--- src/rtl/fifo_drain_rr_pkg.sv ---
// ============================================================================
// fifo_drain_rr_pkg
// Shared constants and state encoding for the output-FIFO drain block.
// Revision: 1.0
// ============================================================================
`default_nettype none

package fifo_drain_rr_pkg;

    localparam int NPORT   = 4;
    localparam int PORT_W  = 2;
    localparam int STATE_W = 2;

    // Class field occupies the top CLS_W bits of every word
    localparam int CLS_W   = 2;

    localparam logic [STATE_W-1:0] ST_INIT  = 2'd0;
    localparam logic [STATE_W-1:0] ST_IDLE  = 2'd1;
    localparam logic [STATE_W-1:0] ST_DRAIN = 2'd2;

endpackage

`default_nettype wire

--- src/rtl/fifo_drain_rr_arbiter.sv ---
// ============================================================================
// rr_arbiter4
// Four-way round-robin pick: first requester at or above the pointer, mod 4.
// Revision: 1.0
// ============================================================================
`default_nettype none

module rr_arbiter4
    import fifo_drain_rr_pkg::*;
(
    input  logic [NPORT-1:0]  request,
    input  logic [PORT_W-1:0] pointer,
    output logic [NPORT-1:0]  grant,
    output logic [PORT_W-1:0] grant_idx,
    output logic              grant_vld
);

    logic [PORT_W-1:0] w_cand;

    // Scan from the farthest offset down so the nearest requester wins last
    always_comb begin
        grant_idx = pointer;
        grant_vld = 1'b0;
        w_cand    = pointer;
        for (int i = NPORT - 1; i >= 0; i--) begin
            w_cand = pointer + PORT_W'(i);
            if (request[w_cand]) begin
                grant_idx = w_cand;
                grant_vld = 1'b1;
            end
        end
    end

    always_comb begin
        grant = '0;
        if (grant_vld) begin
            grant[grant_idx] = 1'b1;
        end
    end

endmodule

`default_nettype wire

--- src/rtl/fifo_drain_rr.sv ---
// ============================================================================
// fifo_drain_rr
// Round-robin drain of FIFOs 4..7 with per-port saturating counts and class check.
// Revision: 1.0
// ============================================================================
`default_nettype none

module fifo_drain_rr
    import fifo_drain_rr_pkg::*;
#(
    parameter int DATA_W = 10,
    parameter int CNT_W  = 5
) (
    input  logic              clk,
    input  logic              reset,
    input  logic              init,
    input  logic              ready,
    input  logic [NPORT-1:0]  empty,
    input  logic [DATA_W-1:0] fifo4_out,
    input  logic [DATA_W-1:0] fifo5_out,
    input  logic [DATA_W-1:0] fifo6_out,
    input  logic [DATA_W-1:0] fifo7_out,
    output logic [NPORT-1:0]  pop,
    output logic [DATA_W-1:0] data_out,
    output logic              valid_out,
    output logic [PORT_W-1:0] port_out,
    output logic              class_err,
    input  logic              req,
    input  logic [PORT_W-1:0] idx,
    output logic [CNT_W-1:0]  counter_out,
    output logic              counter_vld
);

    localparam int CLS_LSB = DATA_W - CLS_W;

    logic [STATE_W-1:0] r_state;
    logic [STATE_W-1:0] w_next_state;
    logic [PORT_W-1:0]  r_ptr;
    logic [NPORT-1:0]   w_grant;
    logic [PORT_W-1:0]  w_gidx;
    logic               w_gvld;
    logic               r_valid;
    logic [PORT_W-1:0]  r_port;
    logic [CNT_W-1:0]   r_cnt [NPORT];
    logic [CNT_W-1:0]   r_cnt_out;
    logic               r_cnt_vld;

    rr_arbiter4 u_arb (
        .request   (~empty),
        .pointer   (r_ptr),
        .grant     (w_grant),
        .grant_idx (w_gidx),
        .grant_vld (w_gvld)
    );

    always_ff @(posedge clk or posedge reset) begin
        if (reset) begin
            r_state <= ST_INIT;
        end else begin
            r_state <= w_next_state;
        end
    end

    always_comb begin
        w_next_state = r_state;
        case (r_state)
            ST_INIT:  w_next_state = ST_IDLE;
            ST_IDLE:  if (ready && !(&empty)) w_next_state = ST_DRAIN;
            ST_DRAIN: if (!ready || (&empty)) w_next_state = ST_IDLE;
            default:  w_next_state = ST_INIT;
        endcase
        if (init) begin
            w_next_state = ST_INIT;
        end
    end

    // A soft clear in flight also suppresses the pop so nothing escapes uncounted
    always_comb begin
        pop = '0;
        if ((r_state != ST_INIT) && ready && !init && w_gvld) begin
            pop = w_grant;
        end
    end

    always_ff @(posedge clk or posedge reset) begin
        if (reset) begin
            r_ptr   <= '0;
            r_valid <= 1'b0;
            r_port  <= '0;
        end else begin
            r_valid <= |pop;
            if (|pop) begin
                r_ptr  <= w_gidx + PORT_W'(1);
                r_port <= w_gidx;
            end
        end
    end

    // FIFO read data arrives the cycle after its pop, so the word is muxed, not re-registered
    always_comb begin
        data_out = '0;
        if (r_valid) begin
            case (r_port)
                2'd0:    data_out = fifo4_out;
                2'd1:    data_out = fifo5_out;
                2'd2:    data_out = fifo6_out;
                default: data_out = fifo7_out;
            endcase
        end
    end

    assign valid_out = r_valid;
    assign port_out  = r_port;
    assign class_err = r_valid && (data_out[DATA_W-1:CLS_LSB] != r_port);

    generate
        for (genvar p = 0; p < NPORT; p++) begin : g_cnt
            always_ff @(posedge clk or posedge reset) begin
                if (reset) begin
                    r_cnt[p] <= '0;
                end else if (init || (r_state == ST_INIT)) begin
                    r_cnt[p] <= '0;
                end else if (pop[p] && (r_cnt[p] != {CNT_W{1'b1}})) begin
                    r_cnt[p] <= r_cnt[p] + CNT_W'(1);
                end
            end
        end
    endgenerate

    always_ff @(posedge clk or posedge reset) begin
        if (reset) begin
            r_cnt_out <= '0;
            r_cnt_vld <= 1'b0;
        end else begin
            r_cnt_vld <= req;
            if (req) begin
                r_cnt_out <= r_cnt[idx];
            end
        end
    end

    assign counter_out = r_cnt_out;
    assign counter_vld = r_cnt_vld;

endmodule

`default_nettype wire
--- config.mk ---
export PLATFORM = sky130hd
export DESIGN_NAME = fifo_drain_rr
export DESIGN_NICKNAME = d
export VERILOG_FILES = /design/src/rtl/fifo_drain_rr_pkg.sv /design/src/rtl/fifo_drain_rr_arbiter.sv /design/src/rtl/fifo_drain_rr.sv
export SDC_FILE = /design/constraint.sdc
export NUM_CORES = 1
export LEC_CHECK = 0
export ABC_AREA = 1
export BUFFER_PORTS_ARGS = -buffer_cell sky130_fd_sc_hd__buf_2
export CELL_PAD_IN_SITES_DETAIL_PLACEMENT = 0
export CELL_PAD_IN_SITES_GLOBAL_PLACEMENT = 2
export CORE_UTILIZATION = 28
export CTS_CLUSTER_DIAMETER = 80
export CTS_CLUSTER_SIZE = 10
export DETAILED_ROUTE_END_ITERATION = 10
export PLACE_DENSITY_LB_ADDON = 0.1
export SLEW_MARGIN = 10
export SYNTH_ARGS = -nofsm -noshare
export SYNTH_HDL_FRONTEND = slang
export SYNTH_HIERARCHICAL = 1
export SYNTH_SLANG_ARGS = --single-unit
--- constraint.sdc ---
create_clock -name clk -period 2.8 [get_ports clk]
set_clock_uncertainty 0.2 [all_clocks]
set_input_delay 0.28 -clock clk [delete_from_list [all_inputs] [get_ports clk]]
set_output_delay 0.28 -clock clk [all_outputs]
set_load 0.01 [all_outputs]
== Word-level counts from Yosys, hierarchy flattened ==
Cells that the tools add are included.
Widths: inputs -> output; s select.

* Eq/ne operators: 11
* Reduce and logical (&&, ||, !) cells: 25
* Shifts and indexed selects: 0
* Bitwise logic cells: 2
* $mul: 0
* $add $sub $neg: 8
* Multiplexer cells: 37
* Div/mod/pow operators: 0
* Order comparisons: 7

{| class="wikitable"
|+ Operator list
! kind !! count
|-
| $mux 5 || 10
|-
| $pmux 10 s3 || 1
|-
| $add 5x1->5 const B || 4
|-
| $ne 5x5->1 const B || 4
|-
| $lt 2x3->1 const B || 5
|-
| $mux 2 || 7
|-
| $bmux 5 s2 || 1
|-
| $logic_and 1x1->1 || 10
|-
| $mux 10 || 1
|-
| $reduce_bool 2->1 || 5
|-
| $mux 1 || 9
|-
| $bmux 1 s2 || 4
|-
| $mux 4 || 2
|-
| $ne 3x3->1 const B || 2
|-
| $pmux 2 s3 || 1
|-
| $add 2x1->2 const B || 2
|-
| $add 2x2->2 const B || 2
|-
| $eq 2x1->1 const B || 2
|-
| $eq 2x2->1 const B || 2
|-
| $logic_not 2->1 || 2
|-
| $not 4->4 || 1
|-
| $reduce_and 4->1 || 1
|-
| $reduce_or 4->1 || 1
|-
| $ge 3x3->1 const B || 1
|-
| other kinds (7) || 10
|}

* Register bits after elaboration: 33
* Bits in writable memories: 0
* Bits in read-only memories: 0
* Bits in latches: 0
* Memories kept: 0
* Logic and storage cells: 100
* Input port bits: 51
* Output and inout bits: 24

== Longest topological paths before layout ==
* Depth after elaboration: 16
* Depth in mapped cells: 18
* Gate-level depth less buffers: 18

== Modules after synthesis ==
Netlist, hierarchy kept.

{| class="wikitable"
|+ By module, submodules not included
! module !! instances !! area each (um^2) !! cells each
|-
| fifo_drain_rr || 1 || 2222.1 || 303
|-
| rr_arbiter4 || 1 || 277.8 || 59
|}

== Worst setup path before layout ==
Ideal clock, no wire load.

* Kind: register to register
* Start point: register r_ptr[0]
* End point: register r_cnt[2] in the netlist's numbering
* Cell stages (with the launch flop): 18
* Setup slack: 0.600 ns
* Data required time: 2.479 ns
* Period minus slack after synthesis: 2.200 ns
* Data arrival time: 1.879 ns
* Path buffers: 1
* Setup time: 0.121 ns
* Cells stage by stage: dfrtp_1 > buf_6 > inv_8 > nand2_1 > nand2_2 > nand2_2 > nand2_2 > nand2_2 > nand2_2 > nand3_1 > nand2_2 > nand2_2 > nor2_1 > inv_1 > o31ai_4 > inv_4 > nand2_1 > o21ai_1

* Cells in the longest elaborated chain, start to end: 15

{| class="wikitable"
|+ Ends and longest elaborated chain
! what !! line !! RTL
|-
| from (decl) || fifo_drain_rr.sv:38 || <nowiki>logic [PORT_W-1:0] r_ptr;</nowiki>
|-
| from (signal assigned) || fifo_drain_rr.sv:93 || <nowiki>r_ptr <= w_gidx + PORT_W'(1);</nowiki>
|-
| $add 2x2->2 || fifo_drain_rr_arbiter.sv:26 || <nowiki>w_cand = pointer + PORT_W'(i);</nowiki>
|-
| $bmux 1 s2 || fifo_drain_rr_arbiter.sv:27 || <nowiki>if (request[w_cand]) begin</nowiki>
|-
| $mux 1 (implied by the code) || fifo_drain_rr_arbiter.sv:27 ||
|-
| $mux 2 (3 in series) || fifo_drain_rr_arbiter.sv:27 ||
|-
| $mux 2 * || fifo_drain_rr_arbiter.sv:27 ||
|-
| named net w_gidx[0] || fifo_drain_rr.sv:40 || <nowiki>logic [PORT_W-1:0] w_gidx;</nowiki>
|-
| $lt 2x3->1 (implied by the code) / $ge 2x1->1 (equally long branches) || fifo_drain_rr_arbiter.sv:37 || <nowiki>grant[grant_idx] = 1'b1;</nowiki>
|-
| $logic_and 1x1->1 (implied by the code) || fifo_drain_rr_arbiter.sv:37 ||
|-
| $mux 1 (implied by the code) || fifo_drain_rr_arbiter.sv:37 ||
|-
| $demux 1 s2 * || n/a ||
|-
| $mux 4 * || fifo_drain_rr_arbiter.sv:36 || <nowiki>if (grant_vld) begin</nowiki>
|-
| named net w_grant[3] || fifo_drain_rr.sv:39 || <nowiki>logic [NPORT-1:0] w_grant;</nowiki>
|-
| $mux 4 * || fifo_drain_rr.sv:80 || <nowiki>if ((r_state != ST_INIT) && ready && !init && w_gvld) begin</nowiki>
|-
| $logic_and 1x1->1 * || fifo_drain_rr.sv:123 || <nowiki>end else if (pop[p] && (r_cnt[p] != {CNT_W{1'b1}})) begin</nowiki>
|-
| $reduce_bool 2->1 (no line) * || n/a ||
|-
| to (signal, indexed assignment) || fifo_drain_rr.sv:124 || <nowiki>r_cnt[p] <= r_cnt[p] + CNT_W'(1);</nowiki>
|-
| to (decl) || fifo_drain_rr.sv:44 || <nowiki>logic [CNT_W-1:0] r_cnt [NPORT];</nowiki>
|}

The timed path passes the listed nets; every way through them passes the cells marked *. The select of a mux whose other input is x is not followed.
A chain may end at the register's enable or synchronous reset.

== Final worst setup path ==
* Start point: register r_ptr[0]
* End point: output pop[3]

* Cells in the longest elaborated chain, start to end: 13

{| class="wikitable"
|+ Ends and longest elaborated chain
! what !! line !! RTL
|-
| $add 2x2->2 || fifo_drain_rr_arbiter.sv:26 ||
|-
| $bmux 1 s2 || fifo_drain_rr_arbiter.sv:27 ||
|-
| $mux 1 (implied by the code) || fifo_drain_rr_arbiter.sv:27 ||
|-
| $mux 2 (3 in series) || fifo_drain_rr_arbiter.sv:27 ||
|-
| $mux 2 * || fifo_drain_rr_arbiter.sv:27 ||
|-
| named net w_gidx[0] || fifo_drain_rr.sv:40 ||
|-
| $lt 2x3->1 (implied by the code) / $ge 2x1->1 (equally long branches) || fifo_drain_rr_arbiter.sv:37 ||
|-
| $logic_and 1x1->1 (implied by the code) || fifo_drain_rr_arbiter.sv:37 ||
|-
| $mux 1 (implied by the code) || fifo_drain_rr_arbiter.sv:37 ||
|-
| $demux 1 s2 * || n/a ||
|-
| $mux 4 * || fifo_drain_rr_arbiter.sv:36 ||
|-
| named net w_grant[3] || fifo_drain_rr.sv:39 ||
|-
| $mux 4 * || fifo_drain_rr.sv:80 ||
|-
| to (decl) || fifo_drain_rr.sv:23 || <nowiki>output logic [NPORT-1:0] pop,</nowiki>
|}

Marks and branches as above.

==> flow_metrics.env <==
export IMPL_start_util_pct=28.81
export IMPL_ios=75
export IMPL_timing_final_hold_violations=0
export IMPL_yosysUniqueCellTypes=33
export IMPL_synthTopCellsByArea="dfrtp_1, nand2_1, inv_1"
export IMPL_antenna_found_initial=0
export IMPL_synth_top_cell_by_area="dfrtp_1"
export IMPL_dp_cells=540
export IMPL_num_vias=2512
export IMPL_die_area_um2=9310
export IMPL_synthTopCellsByCount="nand2_1, inv_1, dfrtp_1"
export IMPL_post_synth_top_count_cell="nand2_1"
export IMPL_ir_worst_vdd_mv=0.2617
export IMPL_grt_pass1_vias=2239
export IMPL_wl_mm=6.838
export IMPL_syn_mean_instance_area_um2=6.906
export IMPL_fp_dieW_um=96.49
export IMPL_dp_hpwl_mm=5.295
export IMPL_synth_edf_count=0
export IMPL_yosys_most_used_dff="dfrtp_1"
export IMPL_report_final_slew_viol_count=0
export IMPL_fmax_ghz=0.3821
export IMPL_critPathMaxFanout=10
export IMPL_core_area_um2=8678
export IMPL_track_usage_pct=15.51
export IMPL_num_nets_final=500
export IMPL_cts_buffers=5
export IMPL_synth_seq_area_share_pct=33.03
export IMPL_cp_required_ns=2.32
export IMPL_port_buffer_count=74
export IMPL_via_per_inst=4.576
export IMPL_routedWlPerCell_um=12.46
export IMPL_dr_pass1_iters=4
export IMPL_grt_busiest_layer="met2"
export IMPL_htree_levels=2
export IMPL_dr_first_iter_drc_count=81
export IMPL_timing_hold_ws_ns=0.02021
export IMPL_ys_seq_elements=33
export IMPL_syn2layout_area_growth_pct=23.92
export IMPL_post_route_util_pct=35.70
export IMPL_cp_start_kind="flop"
export IMPL_clkTransAtPathRegs_ns=0.08
export IMPL_grt_pass1_wl_mm=11.00
export IMPL_yosysWarnings=6
export IMPL_dieHeight_um=96.49
export IMPL_met3_usage_pct=2.426
export IMPL_diodes=0
export IMPL_setup_tns_ns=0
export IMPL_gp_congestion=0.8084
export IMPL_period_share_pct=93.47
export IMPL_slew_headroom_pct=60.72
export IMPL_rsz0062_at_grt="false"
export IMPL_hp_class="in2reg"
export IMPL_synth_top_area_share_pct=33.03
export IMPL_rows=34
export IMPL_status="finished, final reports clean"
export IMPL_synth_nets=421
export IMPL_cts_root_buffer="clkbuf_8"
export IMPL_cts_sinks=33
export IMPL_grt_ovfl_total=0
export IMPL_synth_area_um2=2500
export IMPL_clock_path_buffers=2
export IMPL_route_detailed_drc=0
export IMPL_arrival_ns=2.14
export IMPL_cts_tree="yes"
export IMPL_clk_latency_ns=0.29
export IMPL_fin_cells=549
export IMPL_critPathKind="reg2out"
export IMPL_use_met1_pct=19.62
export IMPL_synthArstFlopShare_pct=100.0
export IMPL_fin_crit_ns=2.617
export IMPL_worst_slew_pin_slew_ns=0.5871
export IMPL_use_met2_pct=26.88
export IMPL_drv_cap=0
export IMPL_syn_instance_count=362
export IMPL_finalSetupViolCount=0
export IMPL_power_density_nw_per_um2=727.1
export IMPL_grt_max_degree=34
export IMPL_end_kind="output pin"
export IMPL_ant_nets=0
export IMPL_p_leak_uw=0.001666
export IMPL_drive_gt1_share_pct=28.12
[kinds of logic after synthesis]
kind of cell	after synthesis	share of synthesized area, %
AOI/OAI and AO/OA	59	15.72
DFF	33	33.03
buffers and inverters	64	10.96
and+or+nand+nor	193	34.53
adders and majority gates	8	4.004
xor gates and xnor gates	5	1.752
[layer usage]
metal  vias up  share of wire [%]
li1       1320                  -
met1      1122                 44
met2        58                 50
met3        12                4.1
met4         0                1.6
met5         -                  0
[critical path, cell delays in order, from the launching register on]
cell,delay (ns)
dfrtp_2,0.50
inv_8,0.10
nand2_1,0.07
nand3_1,0.09
nand2_1,0.07
inv_2,0.06
nand2_2,0.04
nand2_2,0.05
nand3_1,0.10
nand2_2,0.12
nand2_2,0.06
nor2_1,0.17
inv_1,0.15
nor2_1,0.12
buf_2,0.14
[timing repair]
item / 4_1_cts / 5_1_grt
setup endpoints to repair: 2 / 7
hold buffers: 1 / 0
buffers inserted: 0 / 1
gates cloned: 0 / 0
endpoints found under the hold margin: 33 / 0
resized for setup: 1 / 5
[power breakdown]
group	leakage [uW]	internal [uW]	switching (uW)
clock network	0.0000443	195	182
registers	0.000435	536	123
logic	0.00119	419	798
total	0.00167	1150	1100
[registers in the layout (all words and copies together) (netlist names)]
register,flops
r_state,2
r_ptr,2
r_cnt,20
counter_vld,1
counter_out,5
port_out,2
valid_out,1
[cell usage in the layout (no fill, tap or decap), types with 2 or more instances in the layout]
| cell type | synthesis | layout |
|---|---|---|
| nand2_2 | 13 | 13 |
| clkbuf_8 | 0 | 6 |
| dfrtp_1 | 33 | 32 |
| nand2_1 | 102 | 101 |
| inv_2 | 5 | 6 |
| inv_1 | 50 | 49 |
| nor3_1 | 6 | 6 |
| o31ai_4 | 4 | 4 |
| nand4_1 | 9 | 9 |
| xor2_1 | 5 | 5 |
| nor2_2 | 2 | 3 |
| a21oi_1 | 12 | 12 |
| a31oi_1 | 5 | 5 |
| buf_4 | 0 | 3 |
| buf_2 | 1 | 74 |
| ha_1 | 8 | 8 |
| nor2_1 | 28 | 27 |
| o21ai_0 | 27 | 27 |
| o21ai_1 | 5 | 5 |
| o21a_1 | 2 | 2 |
| o21ai_2 | 2 | 2 |
| nand3_1 | 25 | 25 |
| or2_2 | 4 | 4 |
[area by class of cell]
class	instances	area (um^2)
sequential	33	827.0
tap	108	135.1
timing repair buffer	78	402.9
clock buffer	7	86.33
inverter	58	227.7
multi-input combinational	265	1419
fill	956	5580
[worst paths after layout]
kind	startpoint	endpoint	slack, ns	depth (start not counted)
max in group asynchronous	reset	r_ptr[0]	1.61	4
setup / recovery	r_ptr[0]	pop[3]	0.18	14
setup reg to reg	r_ptr[0]	r_cnt[2]	0.32	16
min in group asynchronous	reset	port_out[1]	0.45	4
hold / removal	req	counter_vld	0.02	1
hold reg to reg	r_cnt[4]	r_cnt[4]	0.34	2
[per-stage QoR]
| step | instance area (um^2) | worst slack [ns] | power (uW) |
|---|---|---|---|
| 3_5_place_dp | 2974 | 0.1576 | 1870 |
| 3_3_place_gp | 2974 | 0.1633 | 1879 |
| 6_report | 3098 | 0.1828 | 2252 |
| 4_1_cts | 3072 | 0.05601 | 2261 |
| 5_1_grt | 3098 | 0.01781 | 2483 |
| 2_1_floorplan | 2500 | 0.5998 | 1564 |
(Power assumes the default switching activity.)
